--- src/rtl/seq_mult_pkg.sv ---
// Shared types and helpers for the iterative shift-add multiplier.
package seq_mult_pkg;

    typedef logic [1:0] state_t;

    localparam state_t StIdle = 2'd0;
    localparam state_t StCalc = 2'd1;
    localparam state_t StFix  = 2'd2;

    // Bits needed to hold 0..n-1; never less than one bit.
    function automatic int unsigned clog2(input int unsigned n);
        int unsigned r;
        r = 0;
        for (int unsigned v = n - 1; v > 0; v = v >> 1) begin
            r++;
        end
        return (r == 0) ? 1 : r;
    endfunction

endpackage

--- src/rtl/seq_mult_if.sv ---
// Operand/result handshake bundle between the arithmetic unit and the multiplier.
interface seq_mult_if #(
    parameter int unsigned WIDTH = 32
);
    logic                 start;
    logic                 signed_mode;
    logic [WIDTH-1:0]     a;
    logic [WIDTH-1:0]     b;
    logic                 busy;
    logic                 done;
    logic [2*WIDTH-1:0]   product;

    modport master (
        output start, signed_mode, a, b,
        input  busy, done, product
    );

    modport slave (
        input  start, signed_mode, a, b,
        output busy, done, product
    );
endinterface

--- src/rtl/seq_mult_ctrl.sv ---
// Sequencer for the multiplier: IDLE/CALC/FIX walk, step counter and busy/done.
module seq_mult_ctrl
    import seq_mult_pkg::*;
#(
    parameter int unsigned WIDTH     = 32,
    parameter bit          EARLY_OUT = 1'b1
) (
    input  logic clk,
    input  logic rst,
    input  logic start,
    input  logic mplier_next_zero,
    output logic load,
    output logic step,
    output logic fix,
    output logic busy,
    output logic done
);

    localparam int unsigned CntW = clog2(WIDTH);

    state_t            state_q, state_d;
    logic [CntW-1:0]   count_q, count_d;
    logic              done_q;
    logic              last_step;

    assign load = (state_q == StIdle) && start;
    assign step = (state_q == StCalc);
    assign fix  = (state_q == StFix);
    assign busy = (state_q != StIdle);
    assign done = done_q;

    // Early-out looks at the multiplier after this step's shift.
    assign last_step = (count_q == CntW'(WIDTH - 1)) || (EARLY_OUT && mplier_next_zero);

    always_comb begin
        state_d = state_q;
        count_d = count_q;
        case (state_q)
            StIdle: begin
                if (start) begin
                    state_d = StCalc;
                    count_d = '0;
                end
            end
            StCalc: begin
                count_d = count_q + CntW'(1);
                if (last_step) begin
                    state_d = StFix;
                end
            end
            StFix:   state_d = StIdle;
            default: state_d = StIdle;
        endcase
    end

    always_ff @(posedge clk or posedge rst) begin
        if (rst) begin
            state_q <= StIdle;
            count_q <= '0;
            done_q  <= 1'b0;
        end else begin
            state_q <= state_d;
            count_q <= count_d;
            done_q  <= fix;
        end
    end

endmodule

--- src/rtl/seq_mult.sv ---
// Iterative shift-add multiplier with optional signed mode and early-out.
module seq_mult
    import seq_mult_pkg::*;
#(
    parameter int unsigned WIDTH     = 32,
    parameter bit          EARLY_OUT = 1'b1
) (
    input logic       clk,
    input logic       rst,
    seq_mult_if.slave bus
);

    localparam int unsigned PW = 2 * WIDTH;

    logic [PW-1:0]    mcand_q;
    logic [WIDTH-1:0] mplier_q;
    logic [PW-1:0]    acc_q;
    logic             neg_q;
    logic [PW-1:0]    product_q;

    logic [WIDTH-1:0] abs_a, abs_b;
    logic             neg_in;
    logic             load, step, fix;
    logic             busy, done;
    logic             mplier_next_zero;

    // |-2^(WIDTH-1)| wraps to itself, which is the correct unsigned magnitude.
    assign abs_a  = (bus.signed_mode && bus.a[WIDTH-1]) ? -bus.a : bus.a;
    assign abs_b  = (bus.signed_mode && bus.b[WIDTH-1]) ? -bus.b : bus.b;
    assign neg_in = bus.signed_mode && (bus.a[WIDTH-1] ^ bus.b[WIDTH-1]);

    assign mplier_next_zero = (mplier_q[WIDTH-1:1] == '0);

    seq_mult_ctrl #(
        .WIDTH     (WIDTH),
        .EARLY_OUT (EARLY_OUT)
    ) u_ctrl (
        .clk              (clk),
        .rst              (rst),
        .start            (bus.start),
        .mplier_next_zero (mplier_next_zero),
        .load             (load),
        .step             (step),
        .fix              (fix),
        .busy             (busy),
        .done             (done)
    );

    always_ff @(posedge clk or posedge rst) begin
        if (rst) begin
            mcand_q   <= '0;
            mplier_q  <= '0;
            acc_q     <= '0;
            neg_q     <= 1'b0;
            product_q <= '0;
        end else begin
            if (load) begin
                mcand_q  <= {{WIDTH{1'b0}}, abs_a};
                mplier_q <= abs_b;
                neg_q    <= neg_in;
                acc_q    <= '0;
            end else if (step) begin
                if (mplier_q[0]) begin
                    acc_q <= acc_q + mcand_q;
                end
                mcand_q  <= {mcand_q[PW-2:0], 1'b0};
                mplier_q <= {1'b0, mplier_q[WIDTH-1:1]};
            end
            if (fix) begin
                product_q <= neg_q ? -acc_q : acc_q;
            end
        end
    end

    assign bus.busy    = busy;
    assign bus.done    = done;
    assign bus.product = product_q;

endmodule
--- src/flat_wrapper.sv ---
// flat-port wrapper written by rule: the top's interface ports become plain ports
module seq_mult_flat import seq_mult_pkg::*;
#(
    parameter int unsigned WIDTH     = 32,
    parameter bit          EARLY_OUT = 1'b1
)
  (clk, rst, bus_start, bus_signed_mode, bus_a, bus_b, bus_busy, bus_done, bus_product);
  seq_mult_if #(.WIDTH(WIDTH)) bus_i ();
  input logic clk;
  input logic rst;
  input wire logic [$bits(bus_i.start)-1:0] bus_start;
  input wire logic [$bits(bus_i.signed_mode)-1:0] bus_signed_mode;
  input wire logic [$bits(bus_i.a)-1:0] bus_a;
  input wire logic [$bits(bus_i.b)-1:0] bus_b;
  output wire logic [$bits(bus_i.busy)-1:0] bus_busy;
  output wire logic [$bits(bus_i.done)-1:0] bus_done;
  output wire logic [$bits(bus_i.product)-1:0] bus_product;
  assign bus_i.start = bus_start;
  assign bus_i.signed_mode = bus_signed_mode;
  assign bus_i.a = bus_a;
  assign bus_i.b = bus_b;
  assign bus_busy = bus_i.busy;
  assign bus_done = bus_i.done;
  assign bus_product = bus_i.product;
  seq_mult #(.WIDTH(WIDTH), .EARLY_OUT(EARLY_OUT)) u_core (.clk(clk), .rst(rst), .bus(bus_i));
endmodule
--- config.mk ---
export PLATFORM = sky130hd
export DESIGN_NAME = seq_mult_flat
export DESIGN_NICKNAME = d
export VERILOG_FILES = /design/src/rtl/seq_mult_pkg.sv /design/src/rtl/seq_mult_if.sv /design/src/rtl/seq_mult_ctrl.sv /design/src/rtl/seq_mult.sv /design/src/flat_wrapper.sv
export SDC_FILE = /design/constraint.sdc
export NUM_CORES = 1
export LEC_CHECK = 0
export ABC_AREA = 1
export CAP_MARGIN = 10
export CORE_ASPECT_RATIO = 0.9
export CORE_MARGIN = 2
export CORE_UTILIZATION = 50
export DETAILED_ROUTE_END_ITERATION = 8
export PLACE_DENSITY = 0.68
export SETUP_SLACK_MARGIN = 0.3
export SYNTH_ARGS = -nofsm -noshare
export SYNTH_HDL_FRONTEND = slang
export SYNTH_SLANG_ARGS = --single-unit
--- constraint.sdc ---
create_clock -name clk -period 9.1 [get_ports clk]
set_clock_uncertainty 0.15 [all_clocks]
set_input_delay 1.82 -clock clk [delete_from_list [all_inputs] [get_ports clk]]
set_output_delay 1.82 -clock clk [all_outputs]
set_load 0.005 [all_outputs]
# --- Yosys cells after proc, flatten, opt, wreduce, memory -nomap -nowiden ---
# Index checks and enable logic that the tools add are counted.
op_classes:
  n_addsub: 5
  n_eq_ne: 5
  n_mux: 15
  n_bitwise: 1
  n_reduce_logical: 14
op_table:
  columns: ["op", "count"]
  rows:
  - ["$mux 64", 6]
  - ["$mux 32", 4]
  - ["$add 64x64->64", 1]
  - ["$neg 32->32", 2]
  - ["$neg 64->64", 1]
  - ["$logic_not 31->1", 1]
  - ["$pmux 5 s2", 1]
  - ["$reduce_bool 2->1", 4]
  - ["$reduce_and 2->1", 3]
  - ["$add 5x1->5 const B", 1]
  - ["$eq 5x5->1 const B", 1]
  - ["$mux 5", 1]
  - ["$logic_and 1x1->1", 4]
  - ["$mux 2", 2]
  - ["$ne 2x2->1 const B", 2]
  - ["$pmux 2 s2", 1]
  - ["$eq 2x1->1 const B", 1]
  - ["$eq 2x2->1 const B", 1]
  - ["$logic_not 2->1", 1]
  - ["$logic_or 1x1->1", 1]
  - ["$xor 1x1->1", 1]
totals:
  reg_bits: 233
  input_bits: 68
  output_inout_bits: 66
  elab_cells: 48

# --- Longest topological paths before layout ---
# Gate-level depths: netlist of the first run.
depth:
  ltp_word: 4
  mapped_depth: 16
  ltp_nobuf: 16

# --- Cells and area by module ---
# From an unflattened synthesis of the first run, not the netlist that was laid out.
unflattened:
  hier_cells: 2996
  area_unflattened_um2: 18616.6
by_module_without_submodules:
  columns: ["mod", "instances", "cells_per_inst", "area_per_inst_um2", "seq_area_each_um2"]
  rows:
  - ["seq_mult", 1, 2950, 18236.2, 5630.4]
  - ["seq_mult_ctrl", 1, 46, 380.4, 200.2]

# --- Least setup slack after synthesis of the first run ---
# OpenSTA, ideal clock, no wires.
synth_timing:
  kind: "in2reg"
  start: "input port bus_b[0]"
  end: "register u_core.mplier_q[16]"
  setup_ns: 0.123
  arrival_time_ns: 2.933
  required_ns: 8.827
  slack_ns: 5.894
  path_stages: 11
  path_buffers: 0
  path_cell_list: "inv_1 ha_1 nand3_1 inv_1 nand2_1 nor2_2 nand2_1 o21ai_0 xor2_1 o21ai_0 nand2_1"
synth_via:
  elab_chain_cells: 3
synth_lines:
  columns: ["item", "line", "source"]
  rows:
  - ["start: declaration", "flat_wrapper.sv:14", "input wire logic [$bits(bus_i.b)-1:0] bus_b;"]
  - ["$neg 32->32", "seq_mult.sv:29", "assign abs_b = (bus.signed_mode && bus.b[WIDTH-1]) ? -bus.b : bus.b;"]
  - ["$mux 32", "seq_mult.sv:29", null]
  - ["$mux 32", "seq_mult.sv:57", "if (load) begin"]
  - ["end signal: assignment", "seq_mult.sv:59", "mplier_q <= abs_b;"]
  - ["end signal: assignment", "seq_mult.sv:67", "mplier_q <= {1'b0, mplier_q[WIDTH-1:1]};"]
  - ["end: declaration", "seq_mult.sv:16", "logic [WIDTH-1:0] mplier_q;"]
# Every way passes these cells.
# A chain may end at the register's enable or synchronous reset.

# --- Final worst setup path of the first run ---
layout_timing:
  start: "input port bus_start"
  end: "register u_core.mcand_q[3]"
layout_via:
  elab_chain_cells: 2
  word_cells_on_any_way: 3
  cone_classes: "1 x mux; 2 x reduce/logical"
layout_lines:
  columns: ["item", "line", "source"]
  rows:
  - ["start: declaration", "flat_wrapper.sv:11", "input wire logic [$bits(bus_i.start)-1:0] bus_start;"]
  - ["$logic_and 1x1->1 *", "seq_mult_ctrl.sv:26", "assign load = (state_q == StIdle) && start;"]
  - ["$mux 64 / $reduce_bool 2->1 (equally long branches)", null, null]
  - ["end signal: assignment", "seq_mult.sv:58", "mcand_q <= {{WIDTH{1'b0}}, abs_a};"]
  - ["end signal: assignment", "seq_mult.sv:66", "mcand_q <= {mcand_q[PW-2:0], 1'b0};"]
  - ["end: declaration", "seq_mult.sv:15", "logic [PW-1:0] mcand_q;"]
# Every way passes the cells marked *; elsewhere a longest branch is shown, timed or not.

==> summary.txt, run 1 <==
PostCTS Resize Cnt - 0
Status - completed
Syn-to-layout area delta - 14.4%
Crit-path max FO - 66
CP Depth - 7
Synth top area share - 30.8%
Power per cell area - 327 nW/um^2
CTS Hold Bufs - 0
HPWL Detailed - 48800 um
Wire per inst - 16.6 um
CTS Buf Count - 28
Post-Syn Nets - 3250
Synth Warn # - 0
Layout cells sized above 1 - 4.18%
H-tree depth - 1
Die footprint - 39500 sq um
Count of buffers from port buffering - 133
Top cells by area, synth - dfrtp_1, nand2_1, inv_1
CP dominant cell by count - inv_2
Worst reg2reg path depth - 8
Fmax - 237 MHz
Gpl congestion - 0.956
Tightest Pin Transition - 1.24 ns
Routed Antenna Nets - 0
CP Launch Type - input port
Drt first pass iters - 6
Post-Route WL - 61600 um
Crit-path cells - clkdlybuf4s50_1 -> nand2_2 -> inv_2 -> nor2_4 -> inv_2 -> o221ai_1 -> o21ai_1
Max-slew headroom - 17.0%
DRC - 0
Final slew viol count - 0
Die height - 189 um
Worst vdd ir - 248 uV
Max-cap violations - 0
Worst Path Arrival - 4.55 ns
Crit path buf inv count - 3
Avg Cell Area, Syn - 6.09 sq um
R2R Setup Slk - 5.72 ns
Initial Util - 50.8%
Io pins - 134
Post-synth EDFFs - 0
GRT Overall Usage - 31.3%
# clock sinks - 233
Worst-path clk slew - 0.06 ns
Core region area - 37300 sq um
P_leak - 11.6 nW
Setup TNS - 0 ns
CP endpoint kind - register
Synthesized cell area - 19000 sq um
Vias - 19.8k
Cell taking the most area after synthesis - dfrtp_1
Crit share post-route - 46.3%
DRT iter0 DRCs - 1502
Overflow left after global routing - 0
Crit path required time - 9.43 ns
WHS - 0.329 ns
Largest stage delay, worst path - 0.92 ns
Commonest cells in the netlist - nand2_1, inv_1, nor2_1, dfrtp_1, nand3_1
Final Hold Viols - 0
Tmin final - 4.22 ns
Number of global-route vias before repair - 18.1k
Clock Latency Late Sink - 0.58 ns
Crit-path leading delay family - buffers and inverters
Nets - 3348
Antenna violations before repair - 0
Die X - 209 um
RSZ-0062 raised after global routing - false
Primary FF master, synth - dfrtp_1
Row cnt - 67
FFs w/ async S/R, synth - 100%
Post-synth cell types - 45
CTS tree - yes
Sequential area share after synthesis - 30.8%
Cell with the most instances after synthesis - nand2_1
First-pass GRT wire length - 98000 um
Via/cell ratio - 5.34
Largest net degree at the start of global routing - 111
WS Path Type - input port to register
Syn Inst Count - 3113
Hold WC Path Type - register to register
Clk root buf - clkbuf_16
Hold depth - 2
Post CTS Setup Buffer Count - 0
Slowest cell on the critical path - inv_2
Clock Path Buffers - 3
Setup violations, final - 0
Antenna fix cells - 0
Yosys reg bits - 233
-- kinds of logic after synthesis --
kind of cell	after synthesis	synth area share, %
xor gates and xnor gates	68	3.14
adders and majority gates	69	4.59
DFF	233	30.8
buffers and inverters	626	12.6
and+or+nand+nor	1765	38.6
AOI/OAI and AO/OA	352	10.3
-- through the flow --
step           worst slack, ns  cells  cell area (sq um)  utilization (%)  power [mW]
2_1_floorplan            0.740   3113              19000                -        4.46
4_1_cts                   4.94   3715              21700             58.1        7.02
3_3_place_gp              4.41   3663              20700             55.4        5.73
5_1_grt                   4.72   3716              21700             58.1        7.67
3_5_place_dp              4.37   3663              20700             55.4        5.80
6_report                  4.88   3716              21700             58.1        7.08
-- per-layer routing --
layer / share of wire (%) / GRT usage [%] / vias to the layer above / routed length (um)
met5: 0 / 0 / - / 0
met4: 2.0 / 6.02 / 0 / 1210
met3: 8.4 / 4.28 / 77 / 5180
met2: 41 / 47.0 / 691 / 25200
met1: 49 / 48.0 / 9169 / 30000
li1: - / - / 9902 / -
-- worst register-to-register path: stages (launching register included) --
cell and delay (ns):
dfrtp_1 0.38, inv_1 0.12, nand2_2 0.10, buf_4 0.37
inv_1 0.73, nor2_4 0.09, inv_2 0.92, o221ai_1 0.30
o21ai_1 0.14
-- registers in the layout, summed over array words and instances (netlist names) --
register               flops
u_core.u_ctrl.done         1
u_core.mplier_q           32
u_core.mcand_q            64
u_core.acc_q              64
u_core.neg_q               1
u_core.u_ctrl.state_q      2
u_core.bus.product        64
u_core.u_ctrl.count_q      5
-- layout by cell type, fill, tap and decap left out, types with 63 or more instances in the layout --
cell type           n
nand3_1           214
nand2_1          1129
o21ai_0           162
clkdlybuf4s50_1   133
xor2_1             63
a21oi_1            74
dfrtp_1           232
inv_1             537
ha_1               68
nor2_1            276
-- final cells by class --
| cell class | count | area [sq um] |
|---|---|---|
| clock buffer | 39 | 802 |
| clock inverter | 13 | 189 |
| fill | 3734 | 15600 |
| inverter | 551 | 2080 |
| multi-input combinational | 2254 | 10800 |
| sequential | 233 | 5830 |
| tap | 483 | 604 |
| timing repair buffer | 143 | 1420 |
-- path summary, 6_finish.rpt --
| check | start | to |
|---|---|---|
| max | bus_start | u_core.mcand_q[3]$_DFFE_PP0P_ |
| min | u_core.bus.product[48]$_DFFE_PP0P_ | u_core.bus.product[48]$_DFFE_PP0P_ |
| max in group asynchronous | rst | u_core.bus.product[58]$_DFFE_PP0P_ |
| min in group asynchronous | rst | u_core.acc_q[0]$_DFFE_PP0P_ |
| min reg2reg | u_core.bus.product[48]$_DFFE_PP0P_ | u_core.bus.product[48]$_DFFE_PP0P_ |
| max reg2reg | u_core.u_ctrl.state_q[1]$_DFFE_PP0P_ | u_core.mcand_q[3]$_DFFE_PP0P_ |
-- where the power goes --
part	switching, mW	internal (mW)
Clock	0.467	0.729
Combinational	2.60	1.37
Sequential	0.452	1.46
Power figures use the tool's default switching activity.
==> run 2, diff against run 1 <==
--- a/config.mk
+++ b/config.mk
@@ -11,7 +11,7 @@
 export CORE_MARGIN = 2
 export CORE_UTILIZATION = 50
 export DETAILED_ROUTE_END_ITERATION = 8
-export PLACE_DENSITY = 0.68
+export PLACE_DENSITY = 0.7
 export SETUP_SLACK_MARGIN = 0.3
 export SYNTH_ARGS = -nofsm -noshare
 export SYNTH_HDL_FRONTEND = slang
==> constraint.sdc (replaced) <==
create_clock -name clk -period 3.7 [get_ports clk]
set_clock_uncertainty 0.15 [all_clocks]
set_input_delay 0.74 -clock clk [delete_from_list [all_inputs] [get_ports clk]]
set_output_delay 0.74 -clock clk [all_outputs]
set_load 0.005 [all_outputs]
==> summary.txt, run 2 (synthesis results as in run 1) <==
Hold_sp - u_core.bus.product[46]$_DFFE_PP0P_ (was u_core.bus.product[48]$_DFFE_PP0P_)
Clock Path Buffers - 3 (unchanged)
Crit-path leading delay family - simple AND/OR/NAND/NOR gates (was buffers and inverters)
Status - completed (unchanged)
Nets - 3358 (was 3348)
Tmin final - 2.77 ns
Layout cells sized above 1 - 4.29% (was 4.18%)
Worst r2r src - u_core.acc_q[10]$_DFFE_PP0P_ (was u_core.u_ctrl.state_q[1]$_DFFE_PP0P_)
CTS Buf Count - 26 (was 28)
Routed Antenna Nets - 0 (unchanged)
Fmax - 361 MHz
Post-Route WL - 61700 um (was 61600 um)
Setup violations, final - 0 (unchanged)
Count of buffers from port buffering - 133 (unchanged)
Power per cell area - 793 nW/um^2 (was 327 nW/um^2)
DP Cell Count - 3675 (was 3663)
Crit-path max FO - 6 (was 66)
Initial Util - 50.8% (unchanged)
Worst Path Arrival - 3.08 ns (was 4.55 ns)
Final slew viol count - 0 (unchanged)
Crit share post-route - 74.9%
Crit path buf inv count - 1 (was 3)
CP endpoint kind - register (unchanged)
Slowest cell on the critical path - dfrtp_1 (was inv_2)
Number of global-route vias before repair - 18.3k (was 18.1k)
Row cnt - 67 (unchanged)
RSZ-0062 raised after global routing - false (unchanged)
DRC - 0 (unchanged)
HPWL Detailed - 49600 um (was 48800 um)
Die X - 209 um (unchanged)
Antenna fix cells - 0 (unchanged)
Most frequent cells in the layout - nand2_1, inv_1, nor2_1 (unchanged)
Wire per inst - 16.6 um (about the same)
Worst-path clk slew - 0.06 ns (about the same)
CTS Hold Bufs - 0 (unchanged)
Post CTS Setup Buffer Count - 0 (unchanged)
Overflow left after global routing - 0 (unchanged)
Worst vdd ir - 656 uV (was 248 uV)
Commonest non-fill, non-tap cell in the layout - nand2_1 (unchanged)
GRT Overall Usage - 31.4% (was 31.3%)
Antenna violations before repair - 0 (unchanged)
First-pass GRT wire length - 98100 um (was 98000 um)
Vias - 19.8k (about the same)
H-tree depth - 1 (unchanged)
Tightest Pin Transition - 0.875 ns (was 1.24 ns)
Via/cell ratio - 5.32 (was 5.34)
Clk root buf - clkbuf_16 (unchanged)
# clock sinks - 233 (unchanged)
CP dominant cell by count - nand2_1 (was inv_2)
CP Launch Type - register (was input port)
Final core utilization - 58.1% (about the same)
P_leak - 11.6 nW (about the same)
CTS tree - yes (unchanged)
PostCTS Resize Cnt - 0 (unchanged)
Die footprint - 39500 sq um (unchanged)
Syn-to-layout area delta - 14.3% (was 14.4%)
Core region area - 37300 sq um (unchanged)
Io pins - 134 (unchanged)
Crit-path cells - ha_1 -> nand2_1 -> inv_1 -> nand2_1 -> nor3_1 -> nand2_1 -> nand2_1 -> nand2_1 -> nand2_1 -> nand2_1 -> nand2_1 -> nand2_1 -> nand3_1 -> nand2_1 (was clkdlybuf4s50_1 -> nand2_2 -> inv_2 -> nor2_4 -> inv_2 -> o221ai_1 -> o21ai_1)
Die height - 189 um (unchanged)
Largest net degree at the start of global routing - 86 (was 111)
Max-cap violations - 0 (unchanged)
Cell Count, Final, Fillers Out - 3721 (was 3716)
Final Hold Viols - 0 (unchanged)
Post-DP Area - 20800 sq um (was 20700 sq um)
Cell area after layout - 21700 sq um (about the same)
Crit path required time - 4.01 ns (was 9.43 ns)
DRT iter0 DRCs - 1752 (was 1502)
Setup TNS - 0 ns (unchanged)
Critical path startpoint - u_core.acc_q[10]$_DFFE_PP0P_ (was bus_start)
WS Path Type - register to register (was input port to register)
Hold WC Path Type - register to register (unchanged)
Largest stage delay, worst path - 0.53 ns (was 0.92 ns)
Drt first pass iters - 5 (was 6)
Clock Latency Late Sink - 0.57 ns (was 0.58 ns)
Max-slew headroom - 41.3% (was 17.0%)
Gpl congestion - 0.966 (was 0.956)
-- run 2: cell count changes in the layout (fill, tap and decap cells not counted) --
cell / before / now
buf_4: 9 / 17
buf_12: 1 / 5
bufinv_16: 4 / 2
clkbuf_16: 28 / 26
clkinvlp_4: 5 / 3
clkbuf_1: 5 / 6
clkbuf_8: 6 / 5
inv_8: 1 / 0
-- run 2: through the flow --
step                      setup slack (ns)  power (mW)  hold slack, ns
final                                0.930        17.2           0.329
after global routing                 0.692        18.7           0.351
after CTS                            0.975        17.1           0.333
after detailed placement             0.672        14.4           0.317
after global placement               0.740        14.2           0.314
after floorplan                     -0.240        11.0           0.309
-- run 2: routing by layer --
metal	up-vias	GRT usage, %	part of all wire (%)
li1	9904	-	-
met4	0	6.02	1.9
met2	659	47.1	41
met5	-	0	0
met3	70	5.50	8.5
met1	9179	47.3	48
-- run 2: power breakdown --
group / switching [mW] / internal (mW)
clock network: 1.09 / 1.53
registers: 1.13 / 3.59
logic: 6.42 / 3.44
total: 8.64 / 8.55
-- run 2: path summary, 6_finish.rpt --
check,slack (ns),cells after the start,to
max in group asynchronous,2.15,3,u_core.acc_q[59]$_DFFE_PP0P_
max reg2reg,0.93,14,u_core.acc_q[61]$_DFFE_PP0P_
min reg2reg,0.33,2,u_core.bus.product[46]$_DFFE_PP0P_
min in group asynchronous,0.39,2,u_core.bus.product[8]$_DFFE_PP0P_
max,0.93,14,u_core.acc_q[61]$_DFFE_PP0P_
min,0.33,2,u_core.bus.product[46]$_DFFE_PP0P_
-- run 2: final cells by class --
| class | count | area (sq um) |
|---|---|---|
| Fill cell | 3745 | 15600 |
| Multi-Input combinational cell | 2254 | 10800 |
| Sequential cell | 233 | 5830 |
| Inverter | 551 | 2070 |
| Timing Repair Buffer | 155 | 1560 |
| Clock buffer | 37 | 742 |
| Tap cell | 483 | 604 |
| Clock inverter | 8 | 106 |
-- run 2: worst register-to-register path, delay by kind of cell, from the launching register on --
family	cells	cell delay (ns)
flops	1	0.53
simple gates	12	1.48
fa+ha+maj	1	0.43
buf+inv	1	0.08
